[src/rtl/program_loader_if.sv]
// Byte-stream and memory-port bundle of the boot loader.
// The loader is the slave of the stream and drives the memory port.
interface program_loader_if #(
    parameter int ADDR_WIDTH = 8
);
    logic [7:0]            rx_data;
    logic                  rx_valid;
    logic                  rx_ready;
    logic [15:0]           mem_data;
    logic [ADDR_WIDTH-1:0] mem_addr;
    logic                  rw;

    modport slave (
        input  rx_data, rx_valid,
        output rx_ready, mem_data, mem_addr, rw
    );

    modport master (
        output rx_data, rx_valid,
        input  rx_ready, mem_data, mem_addr, rw
    );
endinterface

[src/rtl/program_loader.sv]
// Boot-time loader: assembles a byte stream into 16-bit words, writes them to
// main memory, verifies an XOR checksum and then releases the processor.
module program_loader #(
    parameter int                    ADDR_WIDTH = 8,
    parameter logic [ADDR_WIDTH-1:0] BASE_ADDR  = '0
) (
    input  logic                clk,
    input  logic                reset,
    program_loader_if.slave     bus,
    output logic                cpu_reset,
    output logic                done,
    output logic                error
);

    typedef enum logic [2:0] {
        S_COUNT,
        S_HI,
        S_LO,
        S_WRITE,
        S_CHECK,
        S_DONE,
        S_ERROR
    } state_t;

    state_t                state, state_n;
    logic [8:0]            remaining, remaining_n;
    logic [7:0]            chk, chk_n;
    logic [7:0]            hi, hi_n;
    logic [15:0]           data_q, data_n;
    logic [ADDR_WIDTH-1:0] addr_q, addr_n;
    logic                  cpu_reset_n, done_n, error_n;
    logic                  xfer;

    // Handshake and strobe are pure decodes of the registered state.
    assign bus.rx_ready = (state == S_COUNT) || (state == S_HI) ||
                          (state == S_LO)    || (state == S_CHECK);
    assign bus.rw       = (state != S_WRITE);
    assign bus.mem_data = data_q;
    assign bus.mem_addr = addr_q;
    assign xfer         = bus.rx_valid && bus.rx_ready;

    always_comb begin
        // NOTE: every target gets a default first so no path leaves one unassigned (no latch).
        state_n     = state;
        remaining_n = remaining;
        chk_n       = chk;
        hi_n        = hi;
        data_n      = data_q;
        addr_n      = addr_q;
        cpu_reset_n = cpu_reset;
        done_n      = done;
        error_n     = error;

        unique case (state)
            S_COUNT: if (xfer) begin
                remaining_n = (bus.rx_data == 8'h00) ? 9'd256 : {1'b0, bus.rx_data};
                chk_n       = bus.rx_data;
                state_n     = S_HI;
            end
            S_HI: if (xfer) begin
                hi_n    = bus.rx_data;
                chk_n   = chk ^ bus.rx_data;
                state_n = S_LO;
            end
            S_LO: if (xfer) begin
                data_n  = {hi, bus.rx_data};
                chk_n   = chk ^ bus.rx_data;
                state_n = S_WRITE;
            end
            S_WRITE: begin
                addr_n      = addr_q + ADDR_WIDTH'(1);
                remaining_n = remaining - 9'd1;
                state_n     = (remaining == 9'd1) ? S_CHECK : S_HI;
            end
            S_CHECK: if (xfer) begin
                if (bus.rx_data == chk) begin
                    state_n     = S_DONE;
                    done_n      = 1'b1;
                    cpu_reset_n = 1'b0;
                end else begin
                    state_n = S_ERROR;
                    error_n = 1'b1;
                end
            end
            default: ;
        endcase
    end

    // NOTE: sequential state uses non-blocking assignments so all registers update together.
    always_ff @(posedge clk) begin
        if (reset) begin
            state     <= S_COUNT;
            remaining <= 9'd0;
            chk       <= 8'h00;
            hi        <= 8'h00;
            data_q    <= 16'h0000;
            addr_q    <= BASE_ADDR;
            cpu_reset <= 1'b1;
            done      <= 1'b0;
            error     <= 1'b0;
        end else begin
            state     <= state_n;
            remaining <= remaining_n;
            chk       <= chk_n;
            hi        <= hi_n;
            data_q    <= data_n;
            addr_q    <= addr_n;
            cpu_reset <= cpu_reset_n;
            done      <= done_n;
            error     <= error_n;
        end
    end

endmodule

[src/flat_wrapper.sv]
// flat-port wrapper written by rule: the top's interface ports become plain ports
module program_loader_flat 
#(
    parameter int                    ADDR_WIDTH = 8,
    parameter logic [ADDR_WIDTH-1:0] BASE_ADDR  = '0
)
  (clk, reset, cpu_reset, done, error, bus_rx_data, bus_rx_valid, bus_rx_ready, bus_mem_data, bus_mem_addr, bus_rw);
  program_loader_if #(.ADDR_WIDTH(ADDR_WIDTH)) bus_i ();
  input  logic clk;
  input  logic reset;
  output logic cpu_reset;
  output logic done;
  output logic error;
  input wire logic [$bits(bus_i.rx_data)-1:0] bus_rx_data;
  input wire logic [$bits(bus_i.rx_valid)-1:0] bus_rx_valid;
  output wire logic [$bits(bus_i.rx_ready)-1:0] bus_rx_ready;
  output wire logic [$bits(bus_i.mem_data)-1:0] bus_mem_data;
  output wire logic [$bits(bus_i.mem_addr)-1:0] bus_mem_addr;
  output wire logic [$bits(bus_i.rw)-1:0] bus_rw;
  assign bus_i.rx_data = bus_rx_data;
  assign bus_i.rx_valid = bus_rx_valid;
  assign bus_rx_ready = bus_i.rx_ready;
  assign bus_mem_data = bus_i.mem_data;
  assign bus_mem_addr = bus_i.mem_addr;
  assign bus_rw = bus_i.rw;
  program_loader #(.ADDR_WIDTH(ADDR_WIDTH), .BASE_ADDR(BASE_ADDR)) u_core (.clk(clk), .reset(reset), .bus(bus_i), .cpu_reset(cpu_reset), .done(done), .error(error));
endmodule
[config.mk]
export PLATFORM = sky130hd
export DESIGN_NAME = program_loader_flat
export DESIGN_NICKNAME = d
export VERILOG_FILES = /design/src/rtl/program_loader_if.sv /design/src/rtl/program_loader.sv /design/src/flat_wrapper.sv
export SDC_FILE = /design/constraint.sdc
export NUM_CORES = 1
export LEC_CHECK = 0
export CAP_MARGIN = 0
export CORE_AREA = 2 2 85 62
export CTS_CLUSTER_DIAMETER = 60
export DETAILED_ROUTE_END_ITERATION = 8
export DIE_AREA = 0 0 87 64
export HOLD_SLACK_MARGIN = 0.1
export PLACE_DENSITY = 0.74
export SYNTH_ARGS = -nofsm -noshare
export SYNTH_HDL_FRONTEND = slang
export SYNTH_SLANG_ARGS = --single-unit
export TNS_END_PERCENT = 50
[constraint.sdc]
create_clock -name clk -period 1.9 [get_ports clk]
set_input_delay 0.19 -clock clk [delete_from_list [all_inputs] [get_ports clk]]
set_output_delay 0.19 -clock clk [all_outputs]
set_load 0.005 [all_outputs]
==> results of run 1 <==
cell usage in the layout, fill, tap and decap left out, types with 2 or more instances in the layout:
| master | count |
|---|---|
| nand2_1 | 60 |
| clkdlybuf4s50_1 | 38 |
| nand4_1 | 6 |
| a221oi_1 | 2 |
| o21ai_0 | 4 |
| nor4_1 | 5 |
| nand2b_1 | 2 |
| o211ai_1 | 2 |
| buf_4 | 21 |
| o2bb2ai_1 | 2 |
| xnor2_1 | 11 |
| inv_1 | 5 |
| dfxtp_1 | 55 |
| xor2_1 | 12 |
| ha_1 | 3 |
| a31oi_1 | 5 |
| nor3_1 | 2 |
| nor2_1 | 24 |
| nand3_1 | 11 |
| nand3b_1 | 2 |
| a21oi_1 | 32 |
| nand2_2 | 6 |
| clkbuf_8 | 6 |
| or3_1 | 3 |
| a2bb2oi_1 | 2 |
cells by family (layout without fill, tap and decap cells):
| family | Yosys count | count (layout) |
|---|---|---|
| AND/OR/NAND/NOR | 132 | 132 |
| AO/OA/AOI/OAI | 56 | 56 |
| flip-flops | 55 | 55 |
| XOR/XNOR | 23 | 23 |
| buffers and inverters | 23 | 73 |
| adder cells (fa/ha/maj) | 3 | 3 |
routing by layer:
metal	GRT usage	part of all wire	vias to the layer above	wire length [µm]
met5	0	0	-	0
met4	0.0527	0.0049	0	28
met3	0.0478	0.062	2	360
met2	0.326	0.44	62	2540
met1	0.326	0.49	1040	2840
li1	-	-	1096	-
Yosys cell counts, types with 2 or more instances:
| cell | count |
|---|---|
| nand2_1 | 60 |
| dfxtp_1 | 55 |
| a21oi_1 | 32 |
| nor2_1 | 24 |
| xor2_1 | 12 |
| nand3_1 | 11 |
| xnor2_1 | 11 |
| clkbuf_1 | 8 |
| nand2_2 | 6 |
| nand4_1 | 6 |
| a31oi_1 | 5 |
| inv_1 | 5 |
| nor4_1 | 5 |
| buf_2 | 4 |
| o21ai_0 | 4 |
| buf_6 | 3 |
| ha_1 | 3 |
| or3_1 | 3 |
| a221oi_1 | 2 |
| a2bb2oi_1 | 2 |
| and3b_1 | 2 |
| buf_4 | 2 |
| nand2b_1 | 2 |
| nand3b_1 | 2 |
| nor3_1 | 2 |
| o211ai_1 | 2 |
| o2bb2ai_1 | 2 |
power groups by stage:
stage               registers (µW)  clock network [µW]  logic, µW
detailed placement            1250                   0        314
global placement              1250                   0        309
global route                  1230                 707        351
floorplan                     1250                   0        202
CTS                           1230                 668        319
finish                        1230                 654        320
critical path: stages, from the launching register on:
cell	delay, ns
dfxtp_1	0.38
and3b_2	0.30
inv_2	0.15
clkdlybuf4s50_1	0.52
registers in the layout (all words and copies together), names as in the netlist:
signal / cells
u_core.error: 1
u_core.remaining: 9
u_core.state: 3
u_core.cpu_reset: 1
u_core.done: 1
u_core.bus.mem_data: 16
u_core.chk: 8
u_core.hi: 8
u_core.bus.mem_addr: 8
per-stage QoR:
stage                      util  area [µm²]  std cells  setup slack (ns)  total power, µW
after floorplan               -        2450        292             0.451             1450
after global placement    0.630        2960        392            0.0674             1560
after detailed placement  0.630        2960        392            0.0445             1570
after CTS                 0.649        3050        399            0.0611             2210
after global routing      0.649        3050        399            0.0156             2290
final                     0.649        3050        399            0.0555             2200
worst max path at each step:
stage | cells after the start | end | start
after global routing | 3 | bus_rw | u_core.state[2]
after CTS | 3 | bus_rw | u_core.state[2]
after global placement | 5 | u_core.state[1] | bus_rx_data[3]
after detailed placement | 5 | u_core.state[1] | bus_rx_data[3]
final | 3 | bus_rw | u_core.state[2]
after floorplan | 6 | u_core.chk[7] | u_core.state[0]
final cells by class:
type	instances	area (µm²)	share of cell area
Sequential cell	55	1100	0.361
Clock inverter	1	5.00	0.00164
Timing Repair Buffer	60	543	0.178
Inverter	6	22.5	0.00738
Multi-Input combinational cell	214	1220	0.402
Clock buffer	6	82.6	0.0271
Tap cell	57	71.3	0.0234
what timing repair did:
item	4_1_cts	5_1_grt
gates resized for setup	1	0
hold buffers	0	0
setup endpoints to repair	1	0
==> impl_metrics.tcl, run 1 <==
set metrics [dict create \
    yosysWarnings 0 \
    start_util 0.520 \
    r2r_cells 5 \
    drtIter0Drc 197 \
    worstSetupStartpointType "flop" \
    antenna_found_initial 0 \
    root_buffer "clkbuf_8" \
    required_ns 1.71 \
    viasPerCell 5.51 \
    min-delay-path-class "in2reg" \
    power_density_nw_per_um2 722 \
    ys_seq_area_frac 0.450 \
    first_pass_iters 6 \
    synth_top_cell_by_area "dfxtp_1" \
    gr-total-overflow 0 \
    setup_viol 0 \
    synthFlopType "dfxtp_1" \
    avgSynthCellArea_um2 8.38 \
    p_int_uw 1630 \
    finalMaxSlewViolations 0 \
    die-height_um 64 \
    timing.rr.start "u_core.state[0]" \
    ant_nets 0 \
    synth-edff-count 0 \
    grt_pass1_vias 2016 \
    nNetsFinal 356 \
    ioPinCount 40 \
    combPwrFrac 0.145 \
    whs_path_depth 2 \
    routabilityCongestion 0.860 \
    fin_crit_ns 1.84 \
    synthMuxAreaShare 0 \
    synth_nets 306 \
    antennaDiodeCount 0 \
    fillers 386 \
    grt_use_total 0.221 \
    cts_made_buffers 5 \
    clock_sinks 55 \
    core-area_um2 4700 \
    synth_compound_area_frac 0.139 \
    grt_pass1_wl_mm 9.61 \
    hold_viol 0 \
    synth_top_area_frac 0.450 \
    placementRows 21 \
    die_w_um 87 \
    synth-xor-area-share 0.0824 \
    clockBufferDepth 2 \
    grt_max_degree 29 \
    yosys.area_share.simple 0.263 \
    r2r_slack_ns 0.31 \
    cp_data_arrival_time_ns 1.65 \
    dr_total_vias 2200 \
    synth_top_family_by_area "simple AND/OR/NAND/NOR gates" \
    cts_tree "done" \
    async_flop_share 0 \
    syn_area_um2 2450 \
    cp-end-kind "output port" \
    cts_setup_buffers 0 \
    htree_levels 2 \
    fin_hold_ws_ns 0.211 \
    hp-start "reset" \
    status "complete, no violations" \
    cellLeakagePower_uw 0.00113 \
    drv_cap 0 \
    die_area_um2 5570 \
    drive_gt1_frac 0.123 \
    power_frac_clock 0.297 \
    whs_endpoint "u_core.chk[0]" \
    ys_ff_latch 55 \
    wirelength_mm 5.76 \
    p_seq_frac 0.558 \
    worst_pin_slew_ns 0.489 \
    worst-setup-path-type "reg2out" \
    areaGrowthSynthToFinish_pct 24.7 \
    fin_crit_sh 0.971 \
    cts.clk_slew.worst_paths_ns 0.09 \
    path_max_fanout 8 \
    skew_ns 0.00793 \
    yosys-top-cells-area "dfxtp_1 (45%), nand2_1 (9.2%), a21oi_1 (6.5%)" \
    wl_per_cell_um 14.4 \
    synth_cells 292 \
    slew_headroom 0.673 \
    ys_types 44 \
    yosys.area_share.adder 0.0153 \
    numPortBuffers 39 \
    clock_latency_ns 0.31 \
    drc 0 \
    p_sw_frac 0.262 \
    p_sw_uw 577 \
    place_hpwl_mm 4.12 \
    irDropWorstVdd_v 0.000404 \
    fin_tns_setup_ns 0 \
    r2r-end "u_core.chk[5]" \
    rsz0062_at_grt "false" \
    max_freq_mhz 542 \
]
No activity file was read; power rests on OpenSTA's default activity.
==> run 2, diff against run 1 <==
PLACE_DENSITY = unset   (was 0.74)
PLACE_DENSITY_LB_ADDON = 0.15   (was unset)
==> impl_metrics.tcl, run 2 (synthesized netlist as in run 1, its figures left out) <==
set metrics [dict create \
    status "complete, no violations" \
    layout_common_cells "nand2_1 (60), dfxtp_1 (55), clkdlybuf4s50_1 (38), a21oi_1 (32), nor2_1 (24)" \
    drtIter0Drc 98 \
    clock_latency_ns 0.31 \
    worst_slack_ns 0.0750 \
    finalMaxSlewViolations 0 \
    final_common_cell "nand2_1" \
    clockBufferDepth 2 \
    worstSetupStartpointType "flop" \
    gr-total-overflow 0 \
    cts_setup_buffers 0 \
    antenna_found_initial 0 \
    drive_gt1_frac 0.123 \
    cts_tree "done" \
    clock_sinks 55 \
    numPortBuffers 39 \
    place_hpwl_mm 4.16 \
    cp-end-kind "output port" \
    skew_ns 0.00442 \
    worst-setup-path-type "reg2out" \
    start_util 0.520 \
    first_pass_iters 4 \
    areaGrowthSynthToFinish_pct 25.5 \
    power_density_nw_per_um2 751 \
    viasPerCell 5.47 \
    worst_pin_slew_ns 0.424 \
    cp_data_arrival_time_ns 1.64 \
    die_area_um2 5570 \
    cellLeakagePower_uw 0.00113 \
    dr_total_vias 2182 \
    hold_viol 0 \
    min-delay-path-class "in2reg" \
    core-area_um2 4700 \
    grt_pass1_wl_mm 9.64 \
    wirelength_mm 5.74 \
    die-height_um 64 \
    htree_levels 2 \
    grt_pass1_vias 1993 \
    setup_viol 0 \
    fin_crit_ns 1.83 \
    root_buffer "clkbuf_8" \
    antennaDiodeCount 0 \
    drc 0 \
    ant_nets 0 \
    slew_headroom 0.716 \
    nNetsFinal 356 \
    path_max_fanout 8 \
    routabilityCongestion 0.839 \
    cts_made_buffers 5 \
    wl_per_cell_um 14.4 \
    cts.clk_slew.worst_paths_ns 0.09 \
    max_freq_mhz 548 \
    ioPinCount 40 \
    rsz0062_at_grt "false" \
    fin_crit_sh 0.961 \
    placementRows 21 \
    irDropWorstVdd_v 0.000451 \
    fin_tns_setup_ns 0 \
    required_ns 1.71 \
    drv_cap 0 \
    post-place-ws_ns 0.102 \
    die_w_um 87 \
    largest_reg_flops 16 \
    grt_max_degree 40 \
    fin_util 0.653 \
    grt_use_total 0.223 \
]
-- run 2: stage by stage --
step                      cells  cell area, µm²  power, µW  hold slack [ns]
after floorplan             292            2450       1450            0.326
after global placement      392            2960       1560            0.437
after detailed placement    392            2960       1570            0.446
after CTS                   399            3070       2330            0.234
after global routing        399            3070       2420            0.245
final                       399            3070       2310            0.238
-- run 2: layout make-up --
type,instances,area [µm²]
Tap cell,57,71.3
Clock buffer,5,68.8
Sequential cell,55,1100
Timing Repair Buffer,60,543
Multi-Input combinational cell,214,1220
Clock inverter,2,37.5
Inverter,6,22.5
Fill cell,419,1630
-- run 2: timing repair --
| action | 4_1_cts | 5_1_grt |
|---|---|---|
| hold buffers | 0 | 0 |
| gates resized for setup | 0 | 1 |
| setup endpoints to repair | 0 | 1 |
-- run 2: critical path, stage by stage (launching register included) --
cell	delay [ns]
dfxtp_1	0.37
and3b_2	0.29
inv_2	0.14
clkdlybuf4s50_1	0.52
-- run 2: routing by layer --
metal	vias to the layer above	wire length, µm	track usage	part of all wire
met5	-	0	0	0
met4	0	64	0.0703	0.011
met2	42	2540	0.336	0.44
li1	1095	-	-	-
met1	1040	2880	0.324	0.50
met3	5	250	0.0388	0.044
-- run 2: path summary, 6_finish.rpt --
path                   start                      end  slack [ns]  cells past startpoint
max          u_core.state[2]                   bus_rw        0.07                      3
min                    reset   u_core.bus.mem_addr[0]        0.24                      2
max reg2reg  u_core.state[0]            u_core.chk[5]        0.33                      5
min reg2reg     u_core.hi[5]  u_core.bus.mem_data[13]        0.45                      2
-- run 2: power breakdown --
| part | internal [µW] | leakage (µW) | switching [µW] |
|---|---|---|---|
| Sequential | 1200 | 0.000447 | 33.5 |
| Clock | 385 | 0.0000502 | 375 |
| Combinational | 142 | 0.000636 | 173 |
| Total | 1720 | 0.00113 | 582 |
==> run 3, diff against run 2 <==
CELL_PAD_IN_SITES_DETAIL_PLACEMENT = 1   (was unset)
CELL_PAD_IN_SITES_GLOBAL_PLACEMENT = 1   (was unset)
CORE_AREA = 2 2 98 72   (was 2 2 85 62)
CTS_CLUSTER_SIZE = 16   (was unset)
DIE_AREA = 0 0 100 74   (was 0 0 87 64)
==> impl_metrics.tcl, run 3 (synthesized netlist as in run 1, its figures left out) <==
set metrics [dict create \
    drtIter0Drc 109 \
    worst_pin_slew_ns 0.458 \
    cp_data_arrival_time_ns 1.61 \
    grt_use_total 0.186 \
    wirelength_mm 6.58 \
    crit_chain "and3b_2 > inv_2 > clkdlybuf4s50_1" \
    p_seq_frac 0.561 \
    htree_levels 2 \
    r2r_cells 5 \
    placed_cells 415 \
    power_frac_clock 0.294 \
    clock_sinks 55 \
    slew_headroom 0.692 \
    fin_tns_setup_ns 0 \
    nNetsFinal 355 \
    r2r-end "u_core.chk[6]" \
    drv_cap 0 \
    fin_util 0.472 \
    die_w_um 100 \
    finalMaxSlewViolations 0 \
    status "complete, no violations" \
    power_density_nw_per_um2 715 \
    cp-end-kind "output port" \
    viasPerCell 5.13 \
    dr_total_vias 2171 \
    numPortBuffers 39 \
    stdcell_count 423 \
    cts.clk_slew.worst_paths_ns 0.10 \
    worstSetupStartpointType "flop" \
    p_sw_frac 0.274 \
    layout_common_cells "nand2_1 (60), dfxtp_1 (55), clkdlybuf4s50_1 (38), a21oi_1 (32), nor2_1 (24)" \
    multiInputGateArea_um2 1220 \
    design_area_um2 3070 \
    dpl_cell_area_um2 2980 \
    setup_viol 0 \
    first_pass_iters 4 \
    irDropWorstVdd_v 0.000422 \
    worst_slack_ns 0.0980 \
    areaGrowthSynthToFinish_pct 25.5 \
    start_util 0.376 \
    whs_endpoint "u_core.bus.mem_data[2]" \
    routabilityCongestion 0.800 \
    grt_pass1_vias 2012 \
    die_area_um2 7400 \
    worst-setup-path-type "reg2out" \
    wl_per_cell_um 15.6 \
    min-delay-path-class "in2reg" \
    fin_crit_sh 0.948 \
    gr-total-overflow 0 \
    max_freq_mhz 555 \
    hold_viol 0 \
    final_common_cell "nand2_1" \
    core-area_um2 6510 \
    post-place-ws_ns 0.00334 \
    grt_max_degree 25 \
    cp_slowest_stage_delay_ns 0.52 \
    root_buffer "clkbuf_8" \
    rsz0062_at_grt "false" \
    largest_reg_flops 16 \
    antenna_found_initial 0 \
    clock_latency_ns 0.31 \
    clockBufferDepth 2 \
    cellLeakagePower_uw 0.00112 \
    die-height_um 74 \
    ioPinCount 40 \
    cts_setup_buffers 0 \
    r2r_slack_ns 0.29 \
    fin_crit_ns 1.80 \
    required_ns 1.71 \
    grt_pass1_wl_mm 10.7 \
    whs_path_depth 2 \
    p_int_uw 1590 \
    drive_gt1_frac 0.120 \
    combPwrFrac 0.145 \
    cts_made_buffers 5 \
    path_max_fanout 7 \
    p_sw_uw 602 \
    drc 0 \
    fillers 793 \
    ant_nets 0 \
    cts_tree "done" \
    hp-start "reset" \
    place_hpwl_mm 4.91 \
    placementRows 25 \
    antennaDiodeCount 0 \
    seqCellArea_um2 1100 \
    skew_ns 0.00678 \
    cp_slowest_cell "clkdlybuf4s50_1" \
    timing.rr.start "u_core.state[0]" \
]
## run 3: worst max path at each step
stage / startpoint / to / slack, ns / depth (start not counted)
after CTS: u_core.state[0] / bus_rw / 0.02 / 3
after floorplan: u_core.state[0] / u_core.chk[7] / 0.45 / 6
after global placement: bus_rx_data[3] / u_core.state[1] / -0.001 / 5
after detailed placement: bus_rx_data[0] / u_core.state[1] / 0.003 / 5
final: u_core.state[0] / bus_rw / 0.1 / 3
after global routing: u_core.state[0] / bus_rw / 0.02 / 3
## run 3: metrics by stage
step | hold WS (ns) | power [µW]
after CTS | 0.213 | 2220
after floorplan | 0.326 | 1450
after detailed placement | 0.450 | 1580
final | 0.214 | 2200
after global placement | 0.441 | 1570
after global routing | 0.221 | 2310
## run 3: what timing repair did
| action | in CTS | in global routing |
|---|---|---|
| hold buffers | 0 | 0 |
| resized for setup | 0 | 1 |
| endpoints found under the setup margin | 0 | 1 |
## run 3: power by group through the flow
stage               clock [µW]  sequential (µW)  combinational [µW]
floorplan                    0             1250                 202
global placement             0             1260                 313
detailed placement           0             1260                 319
CTS                        674             1230                 320
global route               715             1240                 355
finish                     646             1230                 319
## run 3: final cells by class
| cell class | instances | share of cell area |
|---|---|---|
| inverters | 6 | 0.00733 |
| clock buffers | 6 | 0.0236 |
| clock inverters | 2 | 0.00407 |
| flip-flops and latches | 55 | 0.359 |
| repair buffers | 59 | 0.174 |
| well taps | 81 | 0.0330 |
| multi-input cells | 214 | 0.399 |
## run 3: critical path: cells and delay by family, from the launching register on
kind          cells  cell delay [ns]
buf+inv           2             0.67
flops             1             0.35
simple gates      1             0.29
## run 3: per-layer routing
layer,track usage,share of wire
met1,0.282,0.54
met2,0.279,0.41
met3,0.0385,0.045
met4,0.0320,0.0058
met5,0,0
